==> src/rtl/fdtd_prod_accum.sv <==
// ============================================================================
// fdtd_prod_accum
//
// Purpose:
//   Back end of the FDTD ALU multiplier. Each signed 2*WIDTH-bit fixed-point
//   product is rounded (half up) and shifted right by FRAC. The result is
//   then saturated into a guarded accumulator word. A framed run of such
//   terms is summed, which gives one FDTD update (sum of coeff*field). Each
//   frame produces one saturated WIDTH-bit result and a sticky flag that is
//   set if any clipping happened anywhere in the frame.
//
// Pipeline:
//   stage 1 : round, shift and saturate the product to ACC_W bits
//   stage 2 : accumulate; on the last term, emit the frame result
//   The term with p_last_i captured at edge t gives q_valid_o during t+2.
//
// Ports:
//   clk_i      in   1        clock, rising edge
//   rst_ni     in   1        asynchronous reset, active-low
//   clr_i      in   1        synchronous abort of the in-flight term and partial sum
//   p_valid_i  in   1        p_i carries a valid product this cycle
//   p_last_i   in   1        with p_valid_i: final term of the current frame
//   p_i        in   2*WIDTH  signed product from the multiplier
//   q_valid_o  out  1        one-cycle pulse: q_o/q_sat_o hold a new frame result
//   q_o        out  WIDTH    signed saturated frame sum (held between frames)
//   q_sat_o    out  1        saturation occurred somewhere in that frame (held)
//   busy_o     out  1        frame open or a term in flight
// ============================================================================
module fdtd_prod_accum #(
    parameter int WIDTH = 32,
    parameter int FRAC  = 16,
    parameter int GUARD = 4
) (
    input  logic               clk_i,
    input  logic               rst_ni,
    input  logic               clr_i,
    input  logic               p_valid_i,
    input  logic               p_last_i,
    input  logic [2*WIDTH-1:0] p_i,
    output logic               q_valid_o,
    output logic [WIDTH-1:0]   q_o,
    output logic               q_sat_o,
    output logic               busy_o
);

    localparam int PW     = 2 * WIDTH;
    localparam int ACC_W  = WIDTH + GUARD;
    localparam int RND_SH = (FRAC > 0) ? FRAC - 1 : 0;

    // This is the half-LSB rounding constant. It is zero when FRAC is 0,
    // because then nothing is shifted out and no rounding is needed.
    localparam logic [PW:0] RND = (FRAC > 0) ? ({{PW{1'b0}}, 1'b1} << RND_SH) : '0;

    localparam logic [ACC_W-1:0] ACC_MAX = {1'b0, {(ACC_W-1){1'b1}}};
    localparam logic [ACC_W-1:0] ACC_MIN = {1'b1, {(ACC_W-1){1'b0}}};
    localparam logic [WIDTH-1:0] Q_MAX   = {1'b0, {(WIDTH-1){1'b1}}};
    localparam logic [WIDTH-1:0] Q_MIN   = {1'b1, {(WIDTH-1){1'b0}}};

    localparam logic [0:0] ST_IDLE  = 1'b0;
    localparam logic [0:0] ST_ACCUM = 1'b1;

    // ------------------------------------------------------------------------
    // Stage 1 datapath
    // ------------------------------------------------------------------------
    logic signed [PW:0]      pExt;
    logic signed [PW:0]      pRnd;
    logic signed [PW:0]      pShr;
    logic [PW-ACC_W+1:0]     pHdr;
    logic                    pFits;

    logic                    s1_valid_q, s1_valid_d;
    logic                    s1_last_q,  s1_last_d;
    logic                    s1_sat_q,   s1_sat_d;
    logic [ACC_W-1:0]        s1_data_q,  s1_data_d;

    // The product is widened by one bit before the rounding constant is
    // added. This keeps the add from wrapping when the product is at the
    // top of the positive range.
    always_comb begin
        pExt = $signed({p_i[PW-1], p_i});
        pRnd = pExt + $signed(RND);
        pShr = pRnd >>> FRAC;
    end

    // The value fits in ACC_W bits when every bit from ACC_W-1 upward is a
    // copy of the sign bit.
    always_comb begin
        pHdr  = pShr[PW:ACC_W-1];
        pFits = (&pHdr) | (~|pHdr);
    end

    // Stage 1 captures only on p_valid_i. A p_last_i without a valid product
    // is ignored, so it can never close a frame. clr_i drops a product that
    // arrives in the same cycle.
    always_comb begin
        s1_valid_d = p_valid_i & ~clr_i;
        s1_last_d  = p_valid_i & p_last_i;
        s1_sat_d   = s1_sat_q;
        s1_data_d  = s1_data_q;
        if (p_valid_i) begin
            s1_sat_d  = ~pFits;
            s1_data_d = pFits ? pShr[ACC_W-1:0] : (pShr[PW] ? ACC_MIN : ACC_MAX);
        end
    end

    always_ff @(posedge clk_i or negedge rst_ni) begin
        if (!rst_ni) begin
            s1_valid_q <= 1'b0;
            s1_last_q  <= 1'b0;
            s1_sat_q   <= 1'b0;
            s1_data_q  <= '0;
        end else begin
            s1_valid_q <= s1_valid_d;
            s1_last_q  <= s1_last_d;
            s1_sat_q   <= s1_sat_d;
            s1_data_q  <= s1_data_d;
        end
    end

    // ------------------------------------------------------------------------
    // Stage 2: accumulator and frame control
    // ------------------------------------------------------------------------
    logic [0:0]              state_q, state_d;
    logic [ACC_W-1:0]        acc_q,   acc_d;
    logic                    sticky_q, sticky_d;
    logic                    q_valid_q, q_valid_d;
    logic [WIDTH-1:0]        q_q,     q_d;
    logic                    q_sat_q, q_sat_d;

    logic [ACC_W-1:0]        base;
    logic [ACC_W:0]          sum;
    logic                    accClip;
    logic [ACC_W-1:0]        accSat;
    logic [ACC_W-WIDTH+1:0]  qHdr;
    logic                    qClip;
    logic [WIDTH-1:0]        qSatVal;
    logic                    frameSat;

    // In IDLE the first term starts from zero. The old acc value is ignored
    // there, which gives back-to-back frames without a bubble and without
    // clearing acc.
    always_comb begin
        base     = (state_q == ST_IDLE) ? '0 : acc_q;
        sum      = {base[ACC_W-1], base} + {s1_data_q[ACC_W-1], s1_data_q};
        accClip  = sum[ACC_W] ^ sum[ACC_W-1];
        accSat   = accClip ? (sum[ACC_W] ? ACC_MIN : ACC_MAX) : sum[ACC_W-1:0];
        qHdr     = sum[ACC_W:WIDTH-1];
        qClip    = ~((&qHdr) | (~|qHdr));
        qSatVal  = qClip ? (sum[ACC_W] ? Q_MIN : Q_MAX) : sum[WIDTH-1:0];
        frameSat = sticky_q | s1_sat_q | accClip | qClip;
    end

    // Frame FSM. clr_i has priority over a term in stage 1. It aborts the
    // frame and leaves the last published q_o/q_sat_o unchanged.
    always_comb begin
        state_d   = state_q;
        acc_d     = acc_q;
        sticky_d  = sticky_q;
        q_valid_d = 1'b0;
        q_d       = q_q;
        q_sat_d   = q_sat_q;
        if (clr_i) begin
            state_d  = ST_IDLE;
            sticky_d = 1'b0;
        end else if (s1_valid_q) begin
            acc_d = accSat;
            if (s1_last_q) begin
                state_d   = ST_IDLE;
                sticky_d  = 1'b0;
                q_valid_d = 1'b1;
                q_d       = qSatVal;
                q_sat_d   = frameSat;
            end else begin
                state_d  = ST_ACCUM;
                sticky_d = sticky_q | s1_sat_q | accClip;
            end
        end
    end

    always_ff @(posedge clk_i or negedge rst_ni) begin
        if (!rst_ni) begin
            state_q   <= ST_IDLE;
            acc_q     <= '0;
            sticky_q  <= 1'b0;
            q_valid_q <= 1'b0;
            q_q       <= '0;
            q_sat_q   <= 1'b0;
        end else begin
            state_q   <= state_d;
            acc_q     <= acc_d;
            sticky_q  <= sticky_d;
            q_valid_q <= q_valid_d;
            q_q       <= q_d;
            q_sat_q   <= q_sat_d;
        end
    end

    assign q_valid_o = q_valid_q;
    assign q_o       = q_q;
    assign q_sat_o   = q_sat_q;
    assign busy_o    = (state_q == ST_ACCUM) | s1_valid_q;

endmodule

==> config.mk <==
export PLATFORM = sky130hd
export DESIGN_NAME = fdtd_prod_accum
export DESIGN_NICKNAME = d
export VERILOG_FILES = /design/src/rtl/fdtd_prod_accum.sv
export SDC_FILE = /design/constraint.sdc
export NUM_CORES = 1
export LEC_CHECK = 0
export BUFFER_PORTS_ARGS = -buffer_cell sky130_fd_sc_hd__buf_2
export CORE_MARGIN = 1
export CORE_UTILIZATION = 35
export DETAILED_ROUTE_END_ITERATION = 6
export HOLD_SLACK_MARGIN = 0.15
export SYNTH_ARGS = -nofsm -noshare
export SYNTH_HDL_FRONTEND = slang
export SYNTH_SLANG_ARGS = --single-unit
==> constraint.sdc <==
create_clock -name clk_i -period 3.8 [get_ports clk_i]
set_input_delay 0.57 -clock clk_i [delete_from_list [all_inputs] [get_ports clk_i]]
set_output_delay 0.57 -clock clk_i [all_outputs]
set_load 0.01 [all_outputs]
[Word level (Yosys, flattened, before mapping)]
Cells that the tools add are included.
Operators by class
  muxes and demuxes: 16
  bitwise gates (word level): 12
  $add $sub $neg: 2
  reductions and logical operators: 9
Operator list (count)
  2-to-1 mux 36 bit: 5
  adder 64 x 17 -> 65 bit (second input constant): 1
  2-to-1 mux 32 bit: 2
  adder 36 x 36 -> 37 bit: 1
  AND reduction 14 bit: 1
  OR reduction 14 bit: 1
  2-to-1 mux 1 bit: 9
  bitwise OR 1 bit: 6
  AND reduction 6 bit: 1
  OR reduction 6 bit: 1
  NOT 1 bit: 3
  AND reduction 3 bit: 1
  AND 1 bit: 2
  zero test 1 bit: 2
  AND reduction 2 bit: 1
  nonzero test 2 bit: 1
  XOR 1 bit: 1
Storage, ports and cells
  register bits: 111
  input bits: 69

[Longest topological paths before layout]
Gate-level depths: netlist of run 1.
  depth in word-level cells: 7
  gate-level depth with buffers: 19
  mapped depth without buffers: 17

[Worst setup path before layout of run 1]
No wires, ideal clock.
  kind: reg-to-reg
  from: register state_q
  to: register acc_q[30]
  stages on the path, launching flop included: 19
  arrival time: 4.045 ns
  slack: -0.323 ns
  clock period less this slack: 4.123 ns
  required time: 3.723 ns
  path buffers: 2
  setup time: 0.077 ns
  cells stage by stage: dfrtp_1 clkbuf_1 and2_1 ha_1 and3_1 and3_1 a32oi_1 o21ai_1 o2111ai_1 nand2_1 a21o_1 a21o_1 xor2_1 ha_1 clkinv_1 nor2_1 clkbuf_1 a21oi_1 a21oi_1
Between the ends
  cells in the longest elaborated chain, start to end: 4
  elaborated cells on any way between the ends: 5
  classes of those cells: add/sub: 1; mux: 3; bitwise: 1
RTL lines
  start: declaration: line 123  | logic [0:0] state_q, state_d;
  start signal: assignment: line 189  | state_q <= state_d;
  2-to-1 mux 36 bit (*): line 143  | base = (state_q == ST_IDLE) ? '0 : acc_q;
  adder 36 x 36 -> 37 bit (*): line 144  | sum = {base[ACC_W-1], base} + {s1_data_q[ACC_W-1], s1_data_q};
  2-to-1 mux 36 bit or XOR 1 bit (tied branches): line 146, 145
  2-to-1 mux 36 bit (*): line 146  | accSat = accClip ? (sum[ACC_W] ? ACC_MIN : ACC_MAX) : sum[ACC_W-1:0];
  end signal: assignment: line 183  | acc_q <= '0;
  end signal: assignment: line 190  | acc_q <= acc_d;
  end: declaration: line 124  | logic [ACC_W-1:0] acc_q, acc_d;
Every way passes the cells marked *; elsewhere a longest branch is shown, timed or not.
A chain may end at the register's enable or synchronous reset.

[Worst setup path in the final report of run 1]
  from: register state_q
  to: register q_q[25] (netlist: q_o[25])
Between the ends
  cells in the longest elaborated chain, start to end: 6
  elaborated cells on any way between the ends: 8
  classes of those cells: add/sub: 1; mux: 3; bitwise: 1; reduce/logical: 3
RTL lines
  2-to-1 mux 36 bit (*): line 143
  adder 36 x 36 -> 37 bit (*): line 144
  OR reduction 6 bit: line 148  | qClip = ~((&qHdr) | (~|qHdr));
  zero test 1 bit: line 148
  bitwise OR 1 bit: line 148
  2-to-1 mux 32 bit (*): line 149  | qSatVal = qClip ? (sum[ACC_W] ? Q_MIN : Q_MAX) : sum[WIDTH-1:0];
  end signal: assignment: line 193  | q_q <= q_d;
  end: declaration: line 127  | logic [WIDTH-1:0] q_q, q_d;
Marks and branches as above.

==> flow_metrics.env, run 1 <==
export IMPL_first_iter_violations=441
export IMPL_synth_simple_gate_area_share=0.229
export IMPL_power_leakage_uw=0.00490
export IMPL_finalCritPeriodShare=1.03
export IMPL_setup_viol=32
export IMPL_m1WireLength_um=12600
export IMPL_timing_rr_start="state_q"
export IMPL_vias=7743
export IMPL_synth_area_leaders="dfrtp_1, o21ai_0, nand2_1"
export IMPL_fp_dieH_um=155
export IMPL_final_antenna_net_count=0
export IMPL_totalPowerFinal_uw=4640
export IMPL_wl_per_cell_um=17.3
export IMPL_yosys_most_used_dff="dfrtp_1"
export IMPL_vias_per_cell=5.32
export IMPL_min_path_type="in -> async"
export IMPL_utilization=0.473
export IMPL_hpwl_um=17800
export IMPL_stdcell_count=1456
export IMPL_status="finished, violations left"
export IMPL_tightest_slew_ns=0.850
export IMPL_cts_root_buf="clkbuf_16"
export IMPL_ctsHoldBuffers=0
export IMPL_rsz0062_at_grt="true"
export IMPL_fp_dieW_um=155
export IMPL_cp_data_arrival_time_ns=4.19
export IMPL_fin_ws_ns=-0.128
export IMPL_critPathMaxStageDelay_ns=0.55
export IMPL_path_class="reg -> reg"
export IMPL_synth_edf_count=0
export IMPL_synth_avg_cell_area_um2=8.39
export IMPL_ios=104
export IMPL_insertion_delay_ns=0.36
export IMPL_cp_common_cell="a21o_1"
export IMPL_core_rowCount=55
export IMPL_grt_ovfl_total=0
export IMPL_slowest_stage="or4_4"
export IMPL_dr_pass1_iters=5
export IMPL_power_density_mw_per_mm2=431
export IMPL_dp_cells=1418
export IMPL_crit_buf_inv=3
export IMPL_num_fill_cells=2233
export IMPL_dr_wl_met3_um=1510
export IMPL_clock_skew_ns=0.00669
export IMPL_maxSlewViolCount=0
export IMPL_clk_pin_slew_ns=0.08
export IMPL_top_layer="met4"
export IMPL_totalWireLength_um=25200
export IMPL_cts_inserted_buffers=9
export IMPL_regToRegSetupSlack_ns=-0.13
export IMPL_finalNetCount=1246
export IMPL_synth_top_family_by_area="compound AO/OA/AOI/OAI gates"
export IMPL_syn_nets=1085
export IMPL_ir_drop_mv=0.252
export IMPL_area_growth_pct=31.5
export IMPL_cp_max_fo=8
export IMPL_async_reset_ff_frac=1.00
export IMPL_hold_viol_final=0
export IMPL_ys_warn_count=0
export IMPL_io_buffers=88
export IMPL_synth_cell_type_count=73
export IMPL_critPathTopFamily="compound AO/OA/AOI/OAI gates"
export IMPL_synth_adder_area_share=0.0620
export IMPL_drcViolationCount=0
export IMPL_synth_xor_area_frac=0.0695
export IMPL_synth_mux_area_frac=0.00764
export IMPL_violations="setup timing"
export IMPL_start_kind="flop"
export IMPL_synth_compound_area_frac=0.241
export IMPL_antenna_found_initial=0
export IMPL_cts_tree="yes"
export IMPL_ys_ff_latch=111
export IMPL_critical_path_startpoint="state_q"
export IMPL_required_ns=4.06
export IMPL_finalWeightedCongestion=0.898
export IMPL_die_area_mm2=0.0240
export IMPL_grt_pass1_wl_um=39600
export IMPL_clock_sinks=111
export IMPL_synth_seq_area_share=0.339
export IMPL_cts_path_max_buffers=2
export IMPL_synth_largest_area_cell="dfrtp_1"
export IMPL_critPathCaptureType="flop"
export IMPL_grt_pass1_vias=7387
export IMPL_grt_max_degree=55
export IMPL_fmax_mhz=255
export IMPL_core_area_mm2=0.0228
export IMPL_track_usage=0.210
export IMPL_drive_above_1_share=0.299
export IMPL_yosys_area_top_type_share=0.339
export IMPL_cp_cell_sequence="buf_12, buf_16, and2_4, ha_4, a21o_1, a311oi_4, nand2_1, o2111ai_2, nand2_1, a21o_1, a21o_1, xnor2_1, ha_2, and4_4, or4_4, clkbuf_16, o311ai_2"
export IMPL_wl_met2_um=10600
export IMPL_layout_min_cycle_time_ns=3.93
export IMPL_htreeDepth=3
export IMPL_relSlewSlack=0.434
export IMPL_start_util=0.360
export IMPL_post_synth_instance_area_mm2=0.00819
export IMPL_syn_inst=976
export IMPL_cap_viol_max_count=0
-- stage by stage --
stage,setup TNS [ns],worst slack (ns),instance area (um^2),hold slack [ns]
floorplan,0,0.000850,8260,0.274
global placement,-4.10,-0.192,9600,0.442
detailed placement,-7.81,-0.261,9600,0.454
CTS,-1.72,-0.0884,10300,0.272
global route,-7.38,-0.229,10800,0.298
finish,-3.21,-0.128,10800,0.238
-- layer usage --
metal | up-vias | global-route usage
met2 | 239 | 0.309
met3 | 34 | 0.0331
met1 | 3659 | 0.312
met5 | - | 0
li1 | 3811 | -
met4 | 0 | 0.0641
-- placed cells by master, fill, tap and decap left out, types with 10 or more instances in the layout --
| master | synthesis | final |
|---|---|---|
| and2_1 | 44 | 40 |
| buf_2 | 8 | 87 |
| o21ai_1 | 1 | 19 |
| xor2_1 | 24 | 23 |
| a21oi_1 | 45 | 29 |
| buf_4 | 3 | 98 |
| nand3_1 | 28 | 27 |
| dfrtp_1 | 111 | 110 |
| nor2_1 | 57 | 56 |
| nand2_1 | 131 | 127 |
| a21o_1 | 19 | 19 |
| a21oi_2 | 2 | 15 |
| ha_4 | 0 | 17 |
| inv_1 | 46 | 45 |
| and4_1 | 11 | 10 |
| and3_1 | 16 | 14 |
| o21ai_0 | 115 | 84 |
| o211ai_2 | 11 | 11 |
| clkbuf_16 | 0 | 13 |
| nand4_1 | 22 | 22 |
| xnor2_1 | 41 | 41 |
| o211ai_1 | 22 | 22 |
| o21ai_2 | 0 | 13 |
| ha_1 | 39 | 20 |
-- worst paths after layout --
path	endpoint	cells after the start
hold / removal	q_o[6]	1
setup / recovery	q_o[25]	17
hold reg to reg	acc_q[31]	2
max in group asynchronous	acc_q[2]	2
setup reg to reg	q_o[25]	17
min in group clk_i	s1_valid_q	2
-- logic make-up after synthesis --
kind of cell | count (synthesis)
compound gates | 290
simple gates | 365
flops | 111
xor+xnor | 65
mux | 6
buf+inv | 99
fa+ha+maj | 40
-- cells in the mapped netlist (all sizes together) (4+ instances only) --
master,n
or4,6
xnor2,41
a211oi,12
mux2i,4
buf,16
dfrtp,111
clkbuf,36
nand2b,11
and4,11
and2,45
o21ai,116
or2,4
o211ai,33
o311ai,13
o21a,9
and3,16
nor3,10
a21oi,47
nand2,131
a2111oi,4
nor4,7
nand3,28
a31oi,7
nand4,22
xor2,24
nor2b,10
ha,39
a21o,19
inv,46
or3,4
nor2,58
-- registers in the layout, indices dropped and copies added (netlist names) --
| register | cells |
|---|---|
| acc_q | 36 |
| q_o | 32 |
| q_sat_o | 1 |
| q_valid_o | 1 |
| s1_data_q | 36 |
| s1_last_q | 1 |
| s1_sat_q | 1 |
| s1_valid_q | 1 |
| state_q | 1 |
| sticky_q | 1 |
-- repair_timing --
action	CTS	global route
setup buffers	6	6
cloned	4	5
setup endpoints to repair	64	68
gates resized for setup	49	79
pin swaps	11	26
-- layout make-up --
cell class	count	area (um^2)	share of cell area
diodes	1	2.50	0.000232
clock buffers	10	229	0.0213
clock inverters	6	118	0.0109
inverters	47	179	0.0166
multi-input cells	768	5590	0.519
flip-flops and latches	111	2780	0.258
well taps	313	392	0.0364
repair buffers	200	1480	0.137
-- power breakdown --
part / internal [uW] / switching (uW) / leakage, uW
Sequential: 1460 / 197 / 0.00137
Clock: 651 / 460 / 0.000165
Combinational: 834 / 1030 / 0.00337
Total: 2950 / 1690 / 0.00490
(Power assumes the default switching activity.)
==> run 2, diff against run 1 <==
--- a/config.mk
+++ b/config.mk
@@ -5,6 +5,7 @@
 export SDC_FILE = /design/constraint.sdc
 export NUM_CORES = 1
 export LEC_CHECK = 0
+export ABC_AREA = 1
 export BUFFER_PORTS_ARGS = -buffer_cell sky130_fd_sc_hd__buf_2
 export CORE_MARGIN = 1
 export CORE_UTILIZATION = 35
==> run 2 against run 1 <==
- the run ends with DRC left
- via count grew 14%
- register-to-register slack improved by 0.36 ns
- critical path depth grew 5
==> flow_metrics.env, run 2 <==
export IMPL_vias=8842
export IMPL_tns_ns=0
export IMPL_synth_mux_area_frac=0
export IMPL_cap_viol_max_count=0
export IMPL_area_growth_pct=13.1
export IMPL_syn_nets=1568
export IMPL_synth_area_leaders="dfrtp_1, nand2_1, nor2_1"
export IMPL_synth_edf_count=0
export IMPL_finalWeightedCongestion=0.957
export IMPL_core_area_mm2=0.0261
export IMPL_hold_viol_final=0
export IMPL_setup_viol=0
export IMPL_multi_input_area_mm2=0.00593
export IMPL_wl_per_cell_um=14.0
export IMPL_layout_commonest_cell="nand2_1"
export IMPL_core_rowCount=59
export IMPL_num_fill_cells=2856
export IMPL_relSlewSlack=0.362
export IMPL_die_area_mm2=0.0274
export IMPL_grt_max_degree=62
export IMPL_layout_min_cycle_time_ns=3.57
export IMPL_cts_path_max_buffers=2
export IMPL_seq_area_mm2=0.00278
export IMPL_fp_dieW_um=165
export IMPL_violations="DRC"
export IMPL_fmax_mhz=280
export IMPL_grt_pass1_vias=8417
export IMPL_insertion_delay_ns=0.36
export IMPL_grt_ovfl_total=0
export IMPL_synth_simple_gate_area_share=0.444
export IMPL_grt_pass1_wl_um=42300
export IMPL_syn_inst=1459
export IMPL_tightest_slew_ns=0.956
export IMPL_clock_skew_ns=0.0107
export IMPL_power_density_mw_per_mm2=375
export IMPL_antenna_found_initial=0
export IMPL_final_antenna_net_count=0
export IMPL_fp_dieH_um=165
export IMPL_path_class="reg -> reg"
export IMPL_yosys_most_used_dff="dfrtp_1"
export IMPL_async_reset_ff_frac=1.00
export IMPL_power_leakage_uw=0.00559
export IMPL_synth_top_family_by_area="simple AND/OR/NAND/NOR gates"
export IMPL_synth_seq_area_share=0.297
export IMPL_cp_data_arrival_time_ns=3.81
export IMPL_drcViolationCount=14
export IMPL_finalCritPeriodShare=0.938
export IMPL_start_kind="flop"
export IMPL_synth_cell_type_count=45
export IMPL_required_ns=4.05
export IMPL_clock_sinks=111
export IMPL_dp_cells=1853
export IMPL_mostFrequentLayoutCells="nand2_1, nor2_1, inv_1, dfrtp_1, buf_2"
export IMPL_finalNetCount=1642
export IMPL_ys_warn_count=0
export IMPL_htreeDepth=3
export IMPL_start_util=0.358
export IMPL_maxSlewViolCount=0
export IMPL_synth_compound_area_frac=0.0624
export IMPL_synth_avg_cell_area_um2=6.41
export IMPL_stdcell_count=1873
export IMPL_synthTopCellsByCount="nand2_1, nor2_1, inv_1"
export IMPL_critPathCaptureType="flop"
export IMPL_synth_largest_area_cell="dfrtp_1"
export IMPL_status="finished, violations left"
export IMPL_cp_max_fo=19
export IMPL_io_buffers=88
export IMPL_first_iter_violations=506
export IMPL_clk_pin_slew_ns=0.08
export IMPL_yosys_area_top_type_share=0.297
export IMPL_drive_above_1_share=0.150
export IMPL_ios=104
export IMPL_totalPowerFinal_uw=3960
export IMPL_cts_root_buf="clkbuf_16"
export IMPL_min_path_type="in -> async"
export IMPL_cts_inserted_buffers=9
export IMPL_post_synth_instance_area_mm2=0.00935
export IMPL_vias_per_cell=4.72
export IMPL_ir_drop_mv=0.143
export IMPL_synth_xor_area_frac=0.0598
export IMPL_cts_tree="yes"
export IMPL_hpwl_um=20900
export IMPL_synth_adder_area_share=0.0543
export IMPL_totalWireLength_um=26100
export IMPL_synth_most_common_cell="nand2_1"
export IMPL_dr_pass1_iters=7
export IMPL_track_usage=0.196
export IMPL_antenna_cells=0
export IMPL_ys_ff_latch=111
-- run 2: cell types whose count changed after synthesis, moves of 29 or more --
| cell | delta |
|---|---|
| and2_1 | -43 |
| nand2_1 | +507 |
| inv_1 | +69 |
| nor2_1 | +96 |
| nand2_2 | +40 |
| o21ai_0 | -97 |
| a21oi_1 | +29 |
-- run 2: through the flow --
step,util,hold slack [ns],instance area [um^2],worst slack [ns]
2_1_floorplan,-,0.274,9350,0.399
3_3_place_gp,0.386,0.457,10100,0.256
3_5_place_dp,0.386,0.461,10100,0.217
4_1_cts,0.397,0.254,10400,0.195
5_1_grt,0.404,0.290,10600,-0.0177
6_report,0.404,0.226,10600,0.235
-- run 2: worst paths after layout --
check | from | endpoint | slack, ns | cells past startpoint
setup reg to reg | state_q | q_o[10] | 0.23 | 22
hold reg to reg | q_o[21] | q_o[21] | 0.47 | 2
hold / removal | rst_ni | q_o[4] | 0.23 | 1
min in group clk_i | clr_i | s1_valid_q | 0.40 | 2
setup / recovery | state_q | q_o[10] | 0.23 | 22
max in group asynchronous | rst_ni | state_q | 2.81 | 2
-- run 2: critical path, cell delays in order (launching register included) --
cell and delay [ns]:
dfrtp_2 0.46, buf_12 0.17, nand2_1 0.06, inv_1 0.05
ha_1 0.37, a21oi_1 0.26, nor3_1 0.08, nor3b_1 0.22
nand2_1 0.08, nor2_1 0.18, nand3_2 0.17, xor2_4 0.31
inv_1 0.08, ha_1 0.20, nand3_1 0.08, nor2_1 0.05
nand2_2 0.11, nand2_4 0.09, clkbuf_16 0.18, nand2_1 0.07
nand2_1 0.05, nand2_1 0.05, nand2_1 0.05
-- run 2: kinds of logic (layout without fill, tap and decap cells) --
| family | count (synthesis) | in the layout |
|---|---|---|
| buffers and inverters | 166 | 245 |
| and+or+nand+nor | 970 | 970 |
| AOI/OAI and AO/OA | 109 | 109 |
| xor gates and xnor gates | 63 | 63 |
| DFF | 111 | 111 |
| adders and majority gates | 40 | 40 |
-- run 2: repair_timing --
action / in CTS / in global routing
endpoints found under the setup margin: 0 / 63
hold buffers: 0 / 0
resized for setup: 0 / 20
buffers inserted: 0 / 1
-- run 2: per-layer routing --
metal	wire length (um)	part of all wire	GRT usage	up-vias
met3	1030	0.040	0.0142	22
met2	11000	0.42	0.297	209
met5	0	0	0	-
met4	431	0.016	0.0554	0
li1	-	-	-	4701
met1	13700	0.52	0.295	3910
-- run 2: final cells by class --
cell class / instances / area share
timing repair buffer: 102 / 0.0639
inverter: 127 / 0.0451
multi-input combinational: 1182 / 0.561
tap: 335 / 0.0397
sequential: 111 / 0.263
clock buffer: 11 / 0.0239
clock inverter: 5 / 0.00391
-- run 2: report_power, final --
| part | internal (uW) | leakage (uW) | switching (uW) | total, uW |
|---|---|---|---|---|
| combinational | 529 | 0.00412 | 886 | 1410 |
| clock | 488 | 0.000144 | 462 | 950 |
| sequential | 1450 | 0.00133 | 154 | 1600 |
